===== src/rtl/debounce_pkg.sv =====
// rtl/debounce_pkg.sv - shared constants and FSM encoding for the button debounce path
package debounce_pkg;

  localparam int DEF_CNT_W      = 6;
  localparam int DEF_STABLE_CNT = 40;

  localparam logic [1:0] ST_IDLE_LOW   = 2'b00;
  localparam logic [1:0] ST_CHECK_HIGH = 2'b01;
  localparam logic [1:0] ST_IDLE_HIGH  = 2'b10;
  localparam logic [1:0] ST_CHECK_LOW  = 2'b11;

  typedef enum logic [1:0] {
    IDLE_LOW   = ST_IDLE_LOW,
    CHECK_HIGH = ST_CHECK_HIGH,
    IDLE_HIGH  = ST_IDLE_HIGH,
    CHECK_LOW  = ST_CHECK_LOW
  } dbc_state_t;

endpackage


===== src/rtl/debounce_ctrl_sync_2ff.sv =====
// rtl/debounce_ctrl_sync_2ff.sv - two-flop synchroniser, async active-low reset to 0
module sync_2ff (
  input  logic clk,
  input  logic rst_n,
  input  logic d,
  output logic q
);

  logic r_meta;
  logic r_sync;

  always_ff @(posedge clk or negedge rst_n) begin
    if (!rst_n) begin
      r_meta <= 1'b0;
      r_sync <= 1'b0;
    end else begin
      r_meta <= d;
      r_sync <= r_meta;
    end
  end

  assign q = r_sync;

endmodule


===== src/rtl/debounce_ctrl.sv =====
// rtl/debounce_ctrl.sv - debounce FSM driving an external stability counter
// DEBOUNCE_RELEASE_PULSE_EN enables the btn_release pulse register.
module debounce_ctrl
  import debounce_pkg::*;
#(
  parameter int CNT_W      = DEF_CNT_W,
  parameter int STABLE_CNT = DEF_STABLE_CNT
) (
  input  logic             clk,
  input  logic             reset,
  input  logic             btn_in,
  input  logic [CNT_W-1:0] time_counter,
  output logic             state,
  output logic             count_finished,
  output logic             btn_level,
  output logic             btn_press,
  output logic             btn_release
);

  localparam logic [CNT_W-1:0] THRESH = CNT_W'(STABLE_CNT - 1);

  dbc_state_t r_state;
  dbc_state_t w_next;
  logic       w_sync;
  logic       w_thresh;
  logic       w_enable;
  logic       w_clear;
  logic       w_set_high;
  logic       w_set_low;
  logic       r_btn_level;
  logic       r_btn_press;

  sync_2ff u_sync (
    .clk   (clk),
    .rst_n (reset),
    .d     (btn_in),
    .q     (w_sync)
  );

  // >= so an overrun or wrapped counter still commits instead of stalling
  assign w_thresh = (time_counter >= THRESH);

  always_comb begin
    w_next     = r_state;
    w_enable   = 1'b0;
    w_clear    = 1'b0;
    w_set_high = 1'b0;
    w_set_low  = 1'b0;
    case (r_state)
      IDLE_LOW: begin
        if (w_sync) w_next = CHECK_HIGH;
      end
      CHECK_HIGH: begin
        w_enable = 1'b1;
        if (!w_sync) begin
          w_clear = 1'b1;
          w_next  = IDLE_LOW;
        end else if (w_thresh) begin
          w_clear    = 1'b1;
          w_set_high = 1'b1;
          w_next     = IDLE_HIGH;
        end
      end
      IDLE_HIGH: begin
        if (!w_sync) w_next = CHECK_LOW;
      end
      CHECK_LOW: begin
        w_enable = 1'b1;
        if (w_sync) begin
          w_clear = 1'b1;
          w_next  = IDLE_HIGH;
        end else if (w_thresh) begin
          w_clear   = 1'b1;
          w_set_low = 1'b1;
          w_next    = IDLE_LOW;
        end
      end
      default: w_next = IDLE_LOW;
    endcase
  end

  always_ff @(posedge clk or negedge reset) begin
    if (!reset) begin
      r_state     <= IDLE_LOW;
      r_btn_level <= 1'b0;
      r_btn_press <= 1'b0;
    end else begin
      r_state     <= w_next;
      r_btn_press <= w_set_high;
      if (w_set_high) begin
        r_btn_level <= 1'b1;
      end else if (w_set_low) begin
        r_btn_level <= 1'b0;
      end
    end
  end

`ifdef DEBOUNCE_RELEASE_PULSE_EN
  logic r_btn_release;

  always_ff @(posedge clk or negedge reset) begin
    if (!reset) begin
      r_btn_release <= 1'b0;
    end else begin
      r_btn_release <= w_set_low;
    end
  end

  assign btn_release = r_btn_release;
`else
  assign btn_release = 1'b0;
`endif

  assign state          = w_enable;
  assign count_finished = w_clear;
  assign btn_level      = r_btn_level;
  assign btn_press      = r_btn_press;

endmodule

===== config.mk =====
export PLATFORM = sky130hd
export DESIGN_NAME = debounce_ctrl
export DESIGN_NICKNAME = d
export VERILOG_FILES = /design/src/rtl/debounce_pkg.sv /design/src/rtl/debounce_ctrl_sync_2ff.sv /design/src/rtl/debounce_ctrl.sv
export SDC_FILE = /design/constraint.sdc
export NUM_CORES = 1
export LEC_CHECK = 0
export CAP_MARGIN = 20
export CORE_AREA = 10 10 47 49
export DETAILED_ROUTE_END_ITERATION = 7
export DIE_AREA = 0 0 57 59
export PLACE_DENSITY = 0.53
export SLEW_MARGIN = 40
export SYNTH_ARGS = -nofsm -noshare
export SYNTH_HDL_FRONTEND = slang
export SYNTH_HIERARCHICAL = 1
export SYNTH_SLANG_ARGS = --single-unit

===== constraint.sdc =====
create_clock -name clk -period 1.1 [get_ports clk]
set_input_delay 0.11 -clock clk [delete_from_list [all_inputs] [get_ports clk]]
set_output_delay 0.11 -clock clk [all_outputs]
set_load 0.005 [all_outputs]

After elaboration in Yosys (flattened, before gate mapping)
Cells that the tools add are included.
{"block": "totals", "reg_bits": 6, "inputBits": 9, "output_inout_bits": 5, "wordCells": 35}
{"block": "op_classes", "n_lt_le_gt_ge": 1, "eq_ne": 7, "mux": 18, "reduce_logical": 4}
{"cell": "2-to-1 mux 2 bit", "n": 6}
{"cell": "2-to-1 mux 1 bit", "n": 10}
{"cell": "one-hot mux 2 bit (4 select lines)", "n": 1}
{"cell": ">= comparator 6 bit, second input constant", "n": 1}
{"cell": "== test 2 bit, second input constant", "n": 2}
{"cell": "AND reduction 4 bit", "n": 1}
{"cell": "!= test 3 x 2 -> 1 bit, second input constant", "n": 1}
{"cell": "!= test 3 bit, second input constant", "n": 1}
{"cell": "== test 2 x 1 -> 1 bit, second input constant", "n": 1}
{"cell": "zero test 2 bit", "n": 1}
{"cell": "!= test 2 x 1 -> 1 bit, second input constant", "n": 1}
{"cell": "!= test 2 bit, second input constant", "n": 1}
{"cell": "one-hot mux 1 bit (2 select lines)", "n": 1}
{"cell": "nonzero test 2 bit", "n": 1}
{"cell": "OR reduction 2 bit", "n": 1}

Depth between registers and ports, before layout
Gate-level depths: netlist of the first run.
{"block": "depth", "ltp_word": 6, "ltp_mapped": 3, "depth_no_buf": 3}

Modules after synthesis
The synthesis of the first run kept the hierarchy.
{"module": "debounce_ctrl", "instances": 1, "cells_per_inst": 20, "area_per_inst_um2": 226.5}
{"module": "sync_2ff", "instances": 1, "cells_per_inst": 2, "area_per_inst_um2": 50.0}

Worst setup path after synthesis of the first run
No wires, ideal clock.
{"block": "synth_timing", "path_type": "flip-flop to flip-flop", "from": "register r_state[0]", "to": "register r_btn_level (netlist: btn_level)", "arrival_time_ps": 776, "slack_ps": 200, "path_stages_with_launch": 4, "synth_period_minus_slack_ps": 900, "path_cell_list": "dfrtp_1 nand2_1 o31ai_2 a2bb2oi_2"}
{"block": "synth_via", "elab_chain_cells": 3, "word_cells_on_any_way": 6, "classes_between": "eq/ne (2); mux (3); reduce/logical (1)"}
{"element": "from (decl)", "line": "debounce_ctrl.sv:22", "text": "dbc_state_t r_state;"}
{"element": "from (signal assigned)", "line": "debounce_ctrl.sv:88", "text": "r_state <= w_next;"}
{"element": "== test 2 x 1 -> 1 bit / == test 2 bit (equally long branches)", "line": "debounce_ctrl.sv:49", "text": "case (r_state)"}
{"element": "2-to-1 mux 1 bit", "line": "debounce_ctrl.sv:49"}
{"element": "2-to-1 mux 1 bit / nonzero test 2 bit (equally long branches)"}
{"element": "to (signal assigned)", "line": "debounce_ctrl.sv:85", "text": "r_btn_level <= 1'b0;"}
{"element": "to (signal assigned)", "line": "debounce_ctrl.sv:91", "text": "r_btn_level <= 1'b1;"}
{"element": "to (signal assigned)", "line": "debounce_ctrl.sv:93", "text": "r_btn_level <= 1'b0;"}
{"element": "to (decl)", "line": "debounce_ctrl.sv:30", "text": "logic r_btn_level;"}
Parallel ways exist; a longest one is shown, timed or not.
A chain may end at the register's enable or synchronous reset.

Worst setup path in the final report of the first run
{"block": "layout_timing", "from": "register u_sync.r_sync (netlist: u_sync/q)", "to": "output port count_finished"}
{"block": "layout_via", "elab_chain_cells": 2, "word_cells_on_any_way": 3, "classes_between": "mux (3)"}
{"element": "from (decl)", "line": "debounce_ctrl_sync_2ff.sv:10", "text": "logic r_sync;"}
{"element": "from (signal assigned)", "line": "debounce_ctrl_sync_2ff.sv:18", "text": "r_sync <= r_meta;"}
{"element": "2-to-1 mux 1 bit (on tied branches)", "line": "debounce_ctrl.sv:69, debounce_ctrl.sv:55"}
{"element": "one-hot mux 1 bit (2 select lines) (*)", "line": "debounce_ctrl.sv:49"}
{"element": "to (decl)", "line": "debounce_ctrl.sv:14", "text": "output logic count_finished,"}
Mark *: on every way between the ends. The rest lies on a longest branch, timed or not.

==> impl_metrics.json, run 1 <==
{
  "htreeDepth": 1,
  "multiInputGateArea_sq_um": 125,
  "avgSynthCellArea_sq_um": 12.6,
  "route.detailed.drc": 0,
  "leakage_nw": 0.241,
  "pwr_density_cell_mw_per_mm2": 1940,
  "clock_latency_ns": 0.24,
  "synthMuxAreaShare_pct": 0,
  "synthXorXnorAreaFrac_pct": 3.17,
  "syn-cell-area_sq_um": 277,
  "synth-main-ff-cell": "dfrtp_1",
  "grt.total_usage_pct": 4.56,
  "ant_nets": 0,
  "cp_max_fo": 2,
  "crit_end": "count_finished",
  "grt_pass1_wl_mm": 1.13,
  "timing.critical_path.from": "u_sync/q$_DFF_PN0_",
  "r2r_slack_ns": 0.09,
  "fill_cells": 150,
  "setup_viol": 1,
  "final_nets": 55,
  "synth.most_common_cell": "dfrtp_1",
  "gp_congestion": 0.770,
  "synthArstFlopShare_pct": 100,
  "failed_checks": "negative setup slack",
  "coreArea_sq_mm": 0.00140,
  "syn_inst": 22,
  "ys.warnings.count": 6,
  "placed_cells": 55,
  "synth_compound_area_share_pct": 25.8,
  "overflow": 0,
  "clkTransAtPathRegs_ns": 0.04,
  "wl_per_cell_um": 11.3,
  "ys_top_cells_by_area": "dfrtp_1 (54%), a311oi_4 (9.5%), a2bb2oi_2 (5.4%)",
  "fin_skew_ns": 0.00387,
  "yosysSeqAreaShare_pct": 54.3,
  "cp-end-kind": "output port",
  "cp.required_ns": 0.99,
  "synthAdderAreaFrac_pct": 0,
  "r2r_cells": 3,
  "critPathArrivalTime_ns": 1.09,
  "cts_tree": "done",
  "via_per_inst": 3.88,
  "peakVddDrop_v": 0.000743,
  "antenna_cells": 0,
  "grt_pass1_vias": 272,
  "synth_fp_nets": 31,
  "synth-simple-area-share_pct": 11.3,
  "maxSlewViolCount": 0,
  "cts_inserted_buffers": 3,
  "num_rows": 14,
  "stdcell_count": 60,
  "min_period_ns": 1.20,
  "criticalPathCategory": "flop to output port",
  "r2r_start": "u_sync/q$_DFF_PN0_",
  "postCtsHoldBufs": 0,
  "synth_edf_count": 0,
  "placed_area_sq_um": 458,
  "hold_viol_final": 0,
  "synth_common_cells": "dfrtp_1 (6), nor2_1 (2), o21ai_0 (2)",
  "die_h_um": 59,
  "drtPass1Iterations": 1,
  "outcome": "complete, but fails checks",
  "yosysUniqueCellTypes": 15,
  "io_buffers": 12,
  "die_area_sq_mm": 0.00336,
  "synth_top_area_share_pct": 54.3,
  "areaGrowthSynthToFinish_pct": 76.9,
  "grt_antenna_before_repair": 0,
  "cts_buffer_depth": 2,
  "stdcell_area_sq_um": 489,
  "root_buffer": "clkbuf_4",
  "rsz0062_at_grt": "true",
  "seqCellArea_sq_um": 150,
  "routed_wl_um": 680,
  "clock_sinks": 6,
  "drive_gt1_share_pct": 45.5,
  "max_freq_ghz": 0.834,
  "grt_max_degree": 7,
  "fin_crit_sh_pct": 109,
  "synth_top_family_by_area": "compound AO/OA/AOI/OAI gates",
  "maxCapViolations": 0,
  "hold_class": "input pin to asynchronous set/reset pin",
  "num_vias": 233,
  "drt_iter0_drc": 0,
  "reg2reg_to": "btn_level$_DFFE_PN0P_",
  "dieWidth_um": 57,
  "initial_utilization_pct": 19.7,
  "synth_top_cell_by_area": "dfrtp_1",
  "pin_count": 14,
  "startpoint_type": "flop",
  "setup_ws_ns": -0.0986,
  "synth_seq_cells": 6
}
[placed cells by master (no fill, tap or decap)]
master / instances
buf_4: 9
xnor2_2: 1
clkdlybuf4s50_1: 2
o21a_1: 1
clkbuf_4: 3
o31ai_2: 1
clkbuf_2: 1
a311oi_4: 1
dlymetal6s2s_1: 1
nand2_2: 1
conb_1: 1
dlygate4sd2_1: 7
nand3_1: 1
buf_2: 1
nor4b_1: 1
a2bb2oi_2: 1
nor2_2: 1
o21ai_0: 2
dfrtp_1: 6
nor2_1: 2
[final cells by class]
class	instances	area share, %
tap	16	4.09
clock buffer	3	4.60
sequential	6	30.7
multi-input combinational	14	25.6
timing repair buffer	21	35.0
[per-stage QoR]
step           hold WS, ns  power (mW)  utilization [%]  setup slack [ns]  TNS, ns
5_1_grt              0.121        1.03             34.9            -0.136   -0.136
3_5_place_dp         0.348       0.796             32.7            -0.603    -1.45
6_report             0.102       0.951             34.9           -0.0986  -0.0986
2_1_floorplan       -0.186       0.502                -             0.200        0
4_1_cts             0.0983       0.970             34.4            -0.115   -0.115
3_3_place_gp         0.338       0.787             32.7            -0.582    -1.36
[worst max-delay path, stage by stage (launching register included)]
cell and delay (ns):
dfrtp_1 0.40, xnor2_2 0.15, o21a_1 0.17, buf_2 0.12
[repair_timing]
action                     CTS  global route
setup endpoints to repair    5             4
buffers inserted             1             1
gates resized for setup     14             3
pin swaps                    4             1
[worst min path at each step]
| stage | slack (ns) | from | depth (start not counted) | end |
|---|---|---|---|---|
| after floorplan | -0.19 | reset | 0 | asynchronous set/reset pin |
| after global placement | 0.34 | u_sync/r_meta$_DFF_PN0_ | 0 | u_sync/q$_DFF_PN0_ |
| after detailed placement | 0.35 | u_sync/r_meta$_DFF_PN0_ | 0 | u_sync/q$_DFF_PN0_ |
| after CTS | 0.1 | reset | 1 | asynchronous set/reset pin |
| after global routing | 0.12 | reset | 1 | asynchronous set/reset pin |
| final | 0.10 | reset | 1 | asynchronous set/reset pin |
[where the power goes]
part / internal [mW] / switching (mW) / total [mW]
Sequential: 0.284 / 0.0377 / 0.322
Clock: 0.123 / 0.0718 / 0.195
Combinational: 0.265 / 0.170 / 0.434
[per-layer routing]
metal	wire length (um)	track usage, %	up-vias
met3	41	1.93	0
met4	0	5.03	0
met1	196	3.37	109
met5	0	0	-
li1	-	-	120
met2	442	8.22	4
[cell families (layout without fill, tap and decap cells)]
family / Yosys count / after routing
compound gates: 6 / 6
xor+xnor: 1 / 1
buf+inv: 2 / 24
flops: 6 / 6
other cells: 1 / 1
simple gates: 6 / 6
Power figures use the tool's default switching activity.
==> inputs of run 2 (changes only) <==
- CTS_BUF_LIST: default -> sky130_fd_sc_hd__clkbuf_4
==> results of run 2 <==
Final layout, timing and power as in run 1 (identical DEF).
==> inputs of run 3 (changes only) <==
- CAP_MARGIN: 20 -> 10
==> results of run 3 <==
Final layout, timing and power as in run 1 (identical DEF).
